<file path="config.mk">
export PLATFORM = sky130hd
export DESIGN_NAME = ahblite_dma_master
export DESIGN_NICKNAME = d
export VERILOG_FILES = /design/src/rtl/ahblite_dma_master_pkg.sv /design/src/rtl/ahblite_master_if.sv /design/src/rtl/ahblite_dma_master.sv
export SDC_FILE = /design/constraint.sdc
export NUM_CORES = 1
export LEC_CHECK = 0
export ABC_CLOCK_PERIOD_IN_PS = 5200
export CELL_PAD_IN_SITES_DETAIL_PLACEMENT = 1
export CELL_PAD_IN_SITES_GLOBAL_PLACEMENT = 2
export CORE_MARGIN = 4
export CORE_UTILIZATION = 31
export CTS_CLUSTER_SIZE = 28
export DETAILED_ROUTE_END_ITERATION = 7
export GPL_ROUTABILITY_DRIVEN = 0
export PLACE_DENSITY_LB_ADDON = 0.1
export SLEW_MARGIN = 20
export SYNTH_ARGS = -nofsm -noshare
export SYNTH_HDL_FRONTEND = slang
export SYNTH_SLANG_ARGS = --single-unit
</file>
<file path="constraint.sdc">
create_clock -name HCLK -period 5.2 [get_ports HCLK]
set_input_delay 1.04 -clock HCLK [delete_from_list [all_inputs] [get_ports HCLK]]
set_output_delay 1.04 -clock HCLK [all_outputs]
set_load 0.03 [all_outputs]
</file>
<file path="src/rtl/ahblite_dma_master_pkg.sv">
// Shared bus encodings and state types for the AHB-Lite word-copy DMA.
// Used by ahblite_dma_master (optional DMA_IRQ_EN) and ahblite_master_if.
package ahblite_dma_master_pkg;

  localparam logic [1:0] HTRANS_IDLE   = 2'b00;
  localparam logic [1:0] HTRANS_NONSEQ = 2'b10;
  localparam logic [2:0] HSIZE_WORD    = 3'b010;
  localparam logic [2:0] HBURST_SINGLE = 3'b000;

  typedef enum logic [2:0] {
    S_IDLE,
    S_RA,
    S_RD,
    S_WA,
    S_WD,
    S_FIN
  } dma_state_e;

  typedef enum logic [1:0] {
    PH_IDLE,
    PH_ADDR,
    PH_DATA
  } bus_phase_e;

  function automatic logic [31:0] word_align(
    input logic [31:0] a
  );
    return {a[31:2], 2'b00};
  endfunction

endpackage

</file>
<file path="src/rtl/ahblite_master_if.sv">
// Address/data-phase sequencer for one non-pipelined AHB-Lite transfer.
// A req loads a new address phase; ack marks the data phase completing.
module ahblite_master_if
  import ahblite_dma_master_pkg::*;
(
  input  logic        clk,
  input  logic        rst,
  input  logic        req,
  input  logic        we,
  input  logic [31:0] addr,
  input  logic [31:0] wdata,
  output logic        aack,
  output logic        dack,
  output logic        derr_first,
  output logic        derr,
  output logic [31:0] rdata,
  output logic [31:0] haddr,
  output logic [1:0]  htrans,
  output logic        hwrite,
  output logic [31:0] hwdata,
  input  logic        hready,
  input  logic [31:0] hrdata,
  input  logic        hresp
);

  bus_phase_e  phase_q, phase_d;
  logic [31:0] haddr_q, haddr_d;
  logic [1:0]  htrans_q, htrans_d;
  logic        hwrite_q, hwrite_d;
  logic [31:0] hwdata_q, hwdata_d;

  always_comb begin
    phase_d  = phase_q;
    haddr_d  = haddr_q;
    htrans_d = htrans_q;
    hwrite_d = hwrite_q;
    hwdata_d = hwdata_q;
    if (req) begin
      phase_d  = PH_ADDR;
      haddr_d  = addr;
      htrans_d = HTRANS_NONSEQ;
      hwrite_d = we;
    end else begin
      case (phase_q)
        PH_ADDR: begin
          if (hready) begin
            phase_d  = PH_DATA;
            htrans_d = HTRANS_IDLE;
            if (hwrite_q) hwdata_d = wdata;
          end
        end
        PH_DATA: begin
          if (hready) phase_d = PH_IDLE;
        end
        default: ;
      endcase
    end
  end

  always_ff @(posedge clk) begin
    if (rst) begin
      phase_q  <= PH_IDLE;
      haddr_q  <= '0;
      htrans_q <= HTRANS_IDLE;
      hwrite_q <= 1'b0;
      hwdata_q <= '0;
    end else begin
      phase_q  <= phase_d;
      haddr_q  <= haddr_d;
      htrans_q <= htrans_d;
      hwrite_q <= hwrite_d;
      hwdata_q <= hwdata_d;
    end
  end

  // HADDR is held through the data phase so the error address is still visible
  assign aack       = (phase_q == PH_ADDR) && hready;
  assign dack       = (phase_q == PH_DATA) && hready;
  assign derr_first = (phase_q == PH_DATA) && hresp && !hready;
  assign derr       = hresp;
  assign rdata      = hrdata;
  assign haddr      = haddr_q;
  assign htrans     = htrans_q;
  assign hwrite     = hwrite_q;
  assign hwdata     = hwdata_q;

endmodule

</file>
<file path="src/rtl/ahblite_dma_master.sv">
// Single-channel AHB-Lite word-copy DMA: one read then one write per word.
// Define DMA_IRQ_EN to add the sticky irq output with irq_clr input.
module ahblite_dma_master
  import ahblite_dma_master_pkg::*;
#(
  parameter int unsigned LEN_WIDTH = 16,
  parameter logic [3:0]  HPROT_VAL = 4'b0011
) (
  input  logic                 HCLK,
  input  logic                 HRESET,
  input  logic                 start,
  input  logic [31:0]          src_addr,
  input  logic [31:0]          dst_addr,
  input  logic [LEN_WIDTH-1:0] len,
  output logic                 busy,
  output logic                 done,
  output logic                 err,
  output logic [31:0]          err_addr,
`ifdef DMA_IRQ_EN
  input  logic                 irq_clr,
  output logic                 irq,
`endif
  output logic [31:0]          HADDR,
  output logic [2:0]           HBURST,
  output logic                 HMASTLOCK,
  output logic [3:0]           HPROT,
  output logic [2:0]           HSIZE,
  output logic [1:0]           HTRANS,
  output logic                 HWRITE,
  output logic [31:0]          HWDATA,
  input  logic                 HREADY,
  input  logic [31:0]          HRDATA,
  input  logic                 HRESP
);

  dma_state_e           state_q, state_d;
  logic [31:0]          src_q, src_d;
  logic [31:0]          dst_q, dst_d;
  logic [LEN_WIDTH-1:0] cnt_q, cnt_d;
  logic [31:0]          data_q, data_d;
  logic                 busy_q, busy_d;
  logic                 done_q, done_d;
  logic                 err_q, err_d;
  logic [31:0]          err_addr_q, err_addr_d;

  logic        req, req_we;
  logic [31:0] req_addr;
  logic        aack, dack, derr_first, derr;
  logic [31:0] rdata;

  ahblite_master_if u_if (
    .clk        (HCLK),
    .rst        (HRESET),
    .req        (req),
    .we         (req_we),
    .addr       (req_addr),
    .wdata      (data_q),
    .aack       (aack),
    .dack       (dack),
    .derr_first (derr_first),
    .derr       (derr),
    .rdata      (rdata),
    .haddr      (HADDR),
    .htrans     (HTRANS),
    .hwrite     (HWRITE),
    .hwdata     (HWDATA),
    .hready     (HREADY),
    .hrdata     (HRDATA),
    .hresp      (HRESP)
  );

  always_comb begin
    state_d    = state_q;
    src_d      = src_q;
    dst_d      = dst_q;
    cnt_d      = cnt_q;
    data_d     = data_q;
    busy_d     = busy_q;
    done_d     = 1'b0;
    err_d      = err_q;
    err_addr_d = err_addr_q;
    req        = 1'b0;
    req_we     = 1'b0;
    req_addr   = src_q;
    case (state_q)
      S_IDLE: begin
        busy_d = 1'b0;
        if (start) begin
          src_d  = word_align(src_addr);
          dst_d  = word_align(dst_addr);
          cnt_d  = len;
          err_d  = 1'b0;
          busy_d = 1'b1;
          if (len == '0) begin
            state_d = S_FIN;
          end else begin
            state_d  = S_RA;
            req      = 1'b1;
            req_addr = word_align(src_addr);
          end
        end
      end
      S_RA, S_WA: begin
        if (aack) state_d = (state_q == S_RA) ? S_RD : S_WD;
      end
      S_RD, S_WD: begin
        if (derr_first) begin
          err_d      = 1'b1;
          err_addr_d = HADDR;
        end
        if (dack) begin
          if (derr) begin
            state_d = S_FIN;
          end else if (state_q == S_RD) begin
            data_d   = rdata;
            src_d    = src_q + 32'd4;
            state_d  = S_WA;
            req      = 1'b1;
            req_we   = 1'b1;
            req_addr = dst_q;
          end else begin
            dst_d = dst_q + 32'd4;
            cnt_d = cnt_q - LEN_WIDTH'(1);
            if (cnt_q == LEN_WIDTH'(1)) begin
              state_d = S_FIN;
            end else begin
              state_d  = S_RA;
              req      = 1'b1;
              req_addr = src_q;
            end
          end
        end
      end
      S_FIN: begin
        done_d  = 1'b1;
        state_d = S_IDLE;
      end
      default: state_d = S_IDLE;
    endcase
  end

`ifdef DMA_IRQ_EN
  logic irq_q, irq_d;

  // Holding the set term through the visible done cycle lets set beat clear
  always_comb begin
    irq_d = irq_q;
    if (irq_clr) irq_d = 1'b0;
    if (done_d || done_q) irq_d = 1'b1;
  end

  always_ff @(posedge HCLK) begin
    if (HRESET) irq_q <= 1'b0;
    else        irq_q <= irq_d;
  end

  assign irq = irq_q;
`endif

  always_ff @(posedge HCLK) begin
    if (HRESET) begin
      state_q    <= S_IDLE;
      src_q      <= '0;
      dst_q      <= '0;
      cnt_q      <= '0;
      data_q     <= '0;
      busy_q     <= 1'b0;
      done_q     <= 1'b0;
      err_q      <= 1'b0;
      err_addr_q <= '0;
    end else begin
      state_q    <= state_d;
      src_q      <= src_d;
      dst_q      <= dst_d;
      cnt_q      <= cnt_d;
      data_q     <= data_d;
      busy_q     <= busy_d;
      done_q     <= done_d;
      err_q      <= err_d;
      err_addr_q <= err_addr_d;
    end
  end

  assign busy      = busy_q;
  assign done      = done_q;
  assign err       = err_q;
  assign err_addr  = err_addr_q;
  assign HBURST    = HBURST_SINGLE;
  assign HMASTLOCK = 1'b0;
  assign HPROT     = HPROT_VAL;
  assign HSIZE     = HSIZE_WORD;

endmodule
</file>
### After elaboration in Yosys (flattened, before gate mapping)

Cells that the tools add are included.
Widths: inputs -> output; s select.

* add/subtract/negate cells: 3
* eq/ne operators: 19
* muxes and demuxes: 53
* bitwise gates (word level): 2
* reduce and logical (&&, ||, !) cells: 25

Operators by type and width (number)
* $mux 32: 13
* $pmux 32 s2: 3
* $add 32x3->32 const B: 2
* $mux 16: 4
* $pmux 16 s2: 1
* $mux 3: 8
* $ne 2x2->1 const B: 9
* $eq 16x1->1 const B: 1
* $logic_not 16->1: 1
* $sub 16x1->16 const B: 1
* $mux 1: 15
* $reduce_and 3->1: 4
* $mux 2: 5
* $reduce_and 5->1: 2
* $pmux 3 s3: 1
* $reduce_and 4->1: 2
* $reduce_bool 2->1: 4
* $eq 3x2->1 const B: 2
* $eq 3x3->1 const B: 2
* $ne 3x3->1 const B: 2
* $reduce_or 2->1: 3
* $logic_and 1x1->1: 4
* $pmux 1 s2: 2
* $pmux 2 s2: 1
* other kinds (8): 10

* bits in registers: 218
* input bits: 117
* output and inout port bits: 113
* logic and storage cells: 117

### Depth between registers and ports, before layout

* word-level depth: 8
* gate-level depth with buffers: 8
* depth with buffers taken out: 7

### By module

A second synthesis with hierarchy kept.

* cell total of the unflattened synthesis: 1371
* area total of the unflattened synthesis: 10582.6 um^2

By module, submodules not included
* ahblite_dma_master: times used 1, cells an instance 1067, area each 7871.3 um^2, sequential area each 2922.8 um^2
* ahblite_master_if: times used 1, cells an instance 304, area each 2711.4 um^2, sequential area each 1361.3 um^2

### Worst setup path before layout

Ideal clock, no wire load.

* kind: input-to-reg
* from: input start
* to: register cnt_q[15]
* library setup time: 128 ps
* arrival time: 2670 ps
* required time: 5072 ps
* path slack: 2402 ps
* cell stages on the path: 5
* path buffers: 0
* cell sequence: nor4b_1 > a31oi_1 > or4b_2 > a32oi_1 > nor2_1

* cells in the longest elaborated chain, start to end: 2

RTL lines
* start, declared: line ahblite_dma_master.sv:11 `input logic start,`
* $ne 2x2->1 (no line)
* $reduce_and 5->1 (no line)
* end signal, assigned: line ahblite_dma_master.sv:175 `cnt_q <= cnt_d;`
* end, declared: line ahblite_dma_master.sv:39 `logic [LEN_WIDTH-1:0] cnt_q, cnt_d;`

Every way passes these cells.
A chain may end at the register's enable or synchronous reset.

### Final worst setup path

* from: register state_q[2]
* to: register u_if.haddr_q[13], in the netlist u_if.haddr[13]

* cells in the longest elaborated chain, start to end: 5
* elaborated cells on any way between the ends: 12
* those cells by class: 2 x eq/ne; 8 x mux; 2 x reduce/logical

RTL lines
* start, declared: line ahblite_dma_master.sv:36 `dma_state_e state_q, state_d;`
* start signal, assigned: line ahblite_dma_master.sv:172 `state_q <= state_d;`
* $eq 3x2->1: line ahblite_dma_master.sv:85, ahblite_dma_master.sv:114
* $mux 32 / $mux 1 (equally long branches): line ahblite_dma_master.sv:114 `end else if (state_q == S_RD) begin`
* $mux 32 / $mux 1 (equally long branches): line ahblite_dma_master.sv:112 `if (derr) begin`
* $mux 32 / $mux 1 (equally long branches): line ahblite_dma_master.sv:111 `if (dack) begin`
* $pmux 32 s2 / $pmux 1 s2 (equally long branches): line ahblite_dma_master.sv:85 `case (state_q)`
* end signal, assigned: line ahblite_master_if.sv:69 `haddr_q <= haddr_d;`
* end, declared: line ahblite_master_if.sv:27 `logic [31:0] haddr_q, haddr_d;`

Several ways; a longest one is shown, not always the timed one.

==> metrics.txt <==
clk buf depth 3; final hold vios 0; # setup viols final 0; Max H-tree Level 1; Post-CTS Setup Inserts 0; library cells used by synthesis 70; Hold Crit Start data_q[14]$_SDFFE_PP0P_; RSZ-0062 raised after global routing false; synthesized area per cell 7.73 µm²; Synth Register Bits 212; largest net degree at the start of global routing 70; switching pwr 1.14 mW; Synth area leaders dfxtp_1 (42%), nand2_1 (9.1%), a21oi_1 (8.4%), o21ai_0 (4.9%), clkbuf_1 (3.6%); most frequent cells in the layout nand2_1 (246), dfxtp_1 (212), clkdlybuf4s50_1 (212); reg2reg start state_q[2]$_SDFFE_PP0P_; reg2reg setup slack 1.76 ns; Ports 230; Horiz. Die Dim 189 µm; WP data arrival 3.83 ns; hold slack 0.451 ns; most common cell after layout, fill and taps aside nand2_1; clk_skew 0.00749 ns; Sw Ratio 26.9%; Critical Path RT 5.59 ns; Max Cap Viol 0; root buffer cell clkbuf_16; CP top delay family simple AND/OR/NAND/NOR gates; drt initial violations 508; status complete, no violations; Final Cycle Share 66.2%; FMAX 291 MHz; Tightest Hold Check Type flop to flop; critical path cell sequence xnor2_2 > buf_4 > or2_2 > buf_12 > nor3_1 > a221oi_1 > a211oi_1; Core Region 32500 µm²; DP HPWL 27.1 mm; Clk pwr share 45.3%; Worst slew margin 28.5%; Die Area 35900 µm²; yosys synthesis warning count 0; register area share after synthesis 41.6%; Primary FF master, synth dfxtp_1; ratio of cells with drive above 1 in the final layout 6.51%; Least-Margin Pin Slew 1.07 ns; Buf/Inv on CP 2; Synth area leader dfxtp_1; endpoint class of the critical path flop; hold path depth 2; Vias 10592; DRT Wirelength 39.2 mm; PD cells 313 nW/µm²; R2R Path End u_if.haddr[13]$_SDFFE_PP0P_; top-area cell type share of the netlist area 41.6%; setup TNS 0 ns; clock-pin transition on the worst setup and hold timing paths 0.06 ns; grt total ovfl 0; Post-synth EDFFs 0; Post-Syn Area 10200 µm²; first-pass detailed-route iteration total 5; worst skew pair latency 0.53 ns; Final Max Slew Viols 0; Final Critical Period 3.44 ns; TritonCTS clock tree yes; GRT Overall Usage 21.1%; Worst R2R Path Depth 7; kind of critical path flop to flop; Async S/R FF share, synth 0%; Synth Instances 1320; hold_buf cts 0; critical path peak fanout 55; peak supply drop 0.000212 V; vias in the first global route 10580; CP startpoint kind flop; WHS Endpoint u_if.hwdata[14]$_SDFFE_PP0P_; Final #Nets 1591; DRC violations left 0; Initial Util 31.4%; total CTS buffers 26; Area Overhead vs Synth 32.8%; Slowest cell on crit path or2_2; ant diodes 0; wire length per cell 20.3 µm; initial antenna violation count 0; static leakage 4.43 nW; Port Buffer Count 213; Worst path max stage delay 0.77 ns; Logic pwr share 12.6%; clock tree sinks 212; Routed Antenna Nets 0; Cell Rows 66; Sequential Power Share 42.1%; drt via density 5.49; first-pass GRT wire length 61.5 mm; P_int 3.10 mW; post-CTS sizing 0; chip height 189 µm
[synthesized netlist by cell type, types with 5 or more instances]
master,n
a221oi_1,13
buf_1,6
o22ai_1,8
nor4_1,18
nand4_1,12
or3_1,13
o41ai_1,8
and3_1,18
a22oi_1,30
a21o_1,6
dfxtp_1,212
nand3_1,39
mux2i_1,6
a2bb2oi_1,6
nor4b_1,5
buf_2,8
a21oi_1,172
nand2_1,247
and2_1,12
and4_1,8
inv_1,14
a211oi_1,29
buf_4,14
or4_1,10
nand2b_1,5
nor3_1,37
clkbuf_1,98
o31ai_1,35
nor2_1,40
a311oi_1,10
a31oi_1,12
a32oi_1,5
o21ai_0,99
[power groups by stage]
stage                     clock network, mW  registers (mW)  logic [mW]
after floorplan                           0            1.82       0.268
after global placement                    0            1.82       0.526
after detailed placement                  0            1.82       0.533
after CTS                              1.99            1.79       0.535
after global routing                   2.05            1.80       0.582
final                                  1.92            1.79       0.533
[sequential cells by signal, summed over array words and instances, names as in the netlist]
register and count:
err 1, src_q 30, done 1, u_if.hwrite 1, busy 1, dst_q 30
u_if.haddr 31, data_q 32, err_addr 31, u_if.phase_q 2, state_q 3, u_if.hwdata 32
cnt_q 16, u_if.htrans 1
[through the flow]
| stage | area, µm² | setup WS [ns] | power (mW) | std cells | utilization [%] |
|---|---|---|---|---|---|
| 3_3_place_gp | 12600 | 1.36 | 2.35 | 1884 | 38.9 |
| 5_1_grt | 13500 | 1.58 | 4.43 | 1931 | 41.7 |
| 3_5_place_dp | 12600 | 1.39 | 2.36 | 1884 | 38.9 |
| 6_report | 13500 | 1.76 | 4.25 | 1931 | 41.7 |
| 2_1_floorplan | 10200 | 2.40 | 2.09 | 1330 | - |
| 4_1_cts | 13500 | 1.72 | 4.31 | 1931 | 41.7 |
[cell type report]
class | instances | area, µm²
multi-input combinational | 976 | 5440
inverter | 15 | 56.3
sequential | 212 | 4240
clock buffer | 32 | 724
clock inverter | 15 | 184
fill | 3852 | 18900
timing repair buffer | 239 | 2340
tap | 442 | 553
[worst min-delay path, cell delays in order (launching register included)]
cell and delay [ns]:
dfxtp_1 0.31, nand2_1 0.05, a21oi_1 0.05
[cell families (layout without fill, tap and decap cells)]
group | Yosys count | after routing | share of synthesized area, %
XOR/XNOR | 1 | 1 | 0.0859
flip-flops | 212 | 212 | 41.6
AO/OA/AOI/OAI | 467 | 467 | 28.5
buffers and inverters | 142 | 301 | 5.85
adder cells (fa/ha/maj) | 4 | 4 | 0.491
AND/OR/NAND/NOR | 484 | 484 | 22.6
other | 2 | 12 | 0.0736
multiplexers | 8 | 8 | 0.810
[layer usage]
| layer | track usage (%) | vias to the layer above | routed length (µm) |
|---|---|---|---|
| met1 | 30.8 | 5157 | 19100 |
| met2 | 33.0 | 254 | 17300 |
| met5 | 0 | - | 0 |
| met4 | 4.56 | 0 | 807 |
| li1 | - | 5130 | - |
| met3 | 3.04 | 51 | 2000 |
[worst max-delay path by stage]
stage,cells after the start,start,endpoint
floorplan,5,start,cnt_q[15]$_SDFFE_PP0P_
global placement,6,len[8],u_if.haddr[27]$_SDFFE_PP0P_
detailed placement,8,HREADY,u_if.haddr[31]$_SDFFE_PP0P_
CTS,7,state_q[2]$_SDFFE_PP0P_,u_if.haddr[13]$_SDFFE_PP0P_
global route,7,state_q[2]$_SDFFE_PP0P_,u_if.haddr[13]$_SDFFE_PP0P_
finish,7,state_q[2]$_SDFFE_PP0P_,u_if.haddr[13]$_SDFFE_PP0P_
No activity file was read; power rests on OpenSTA's default activity.
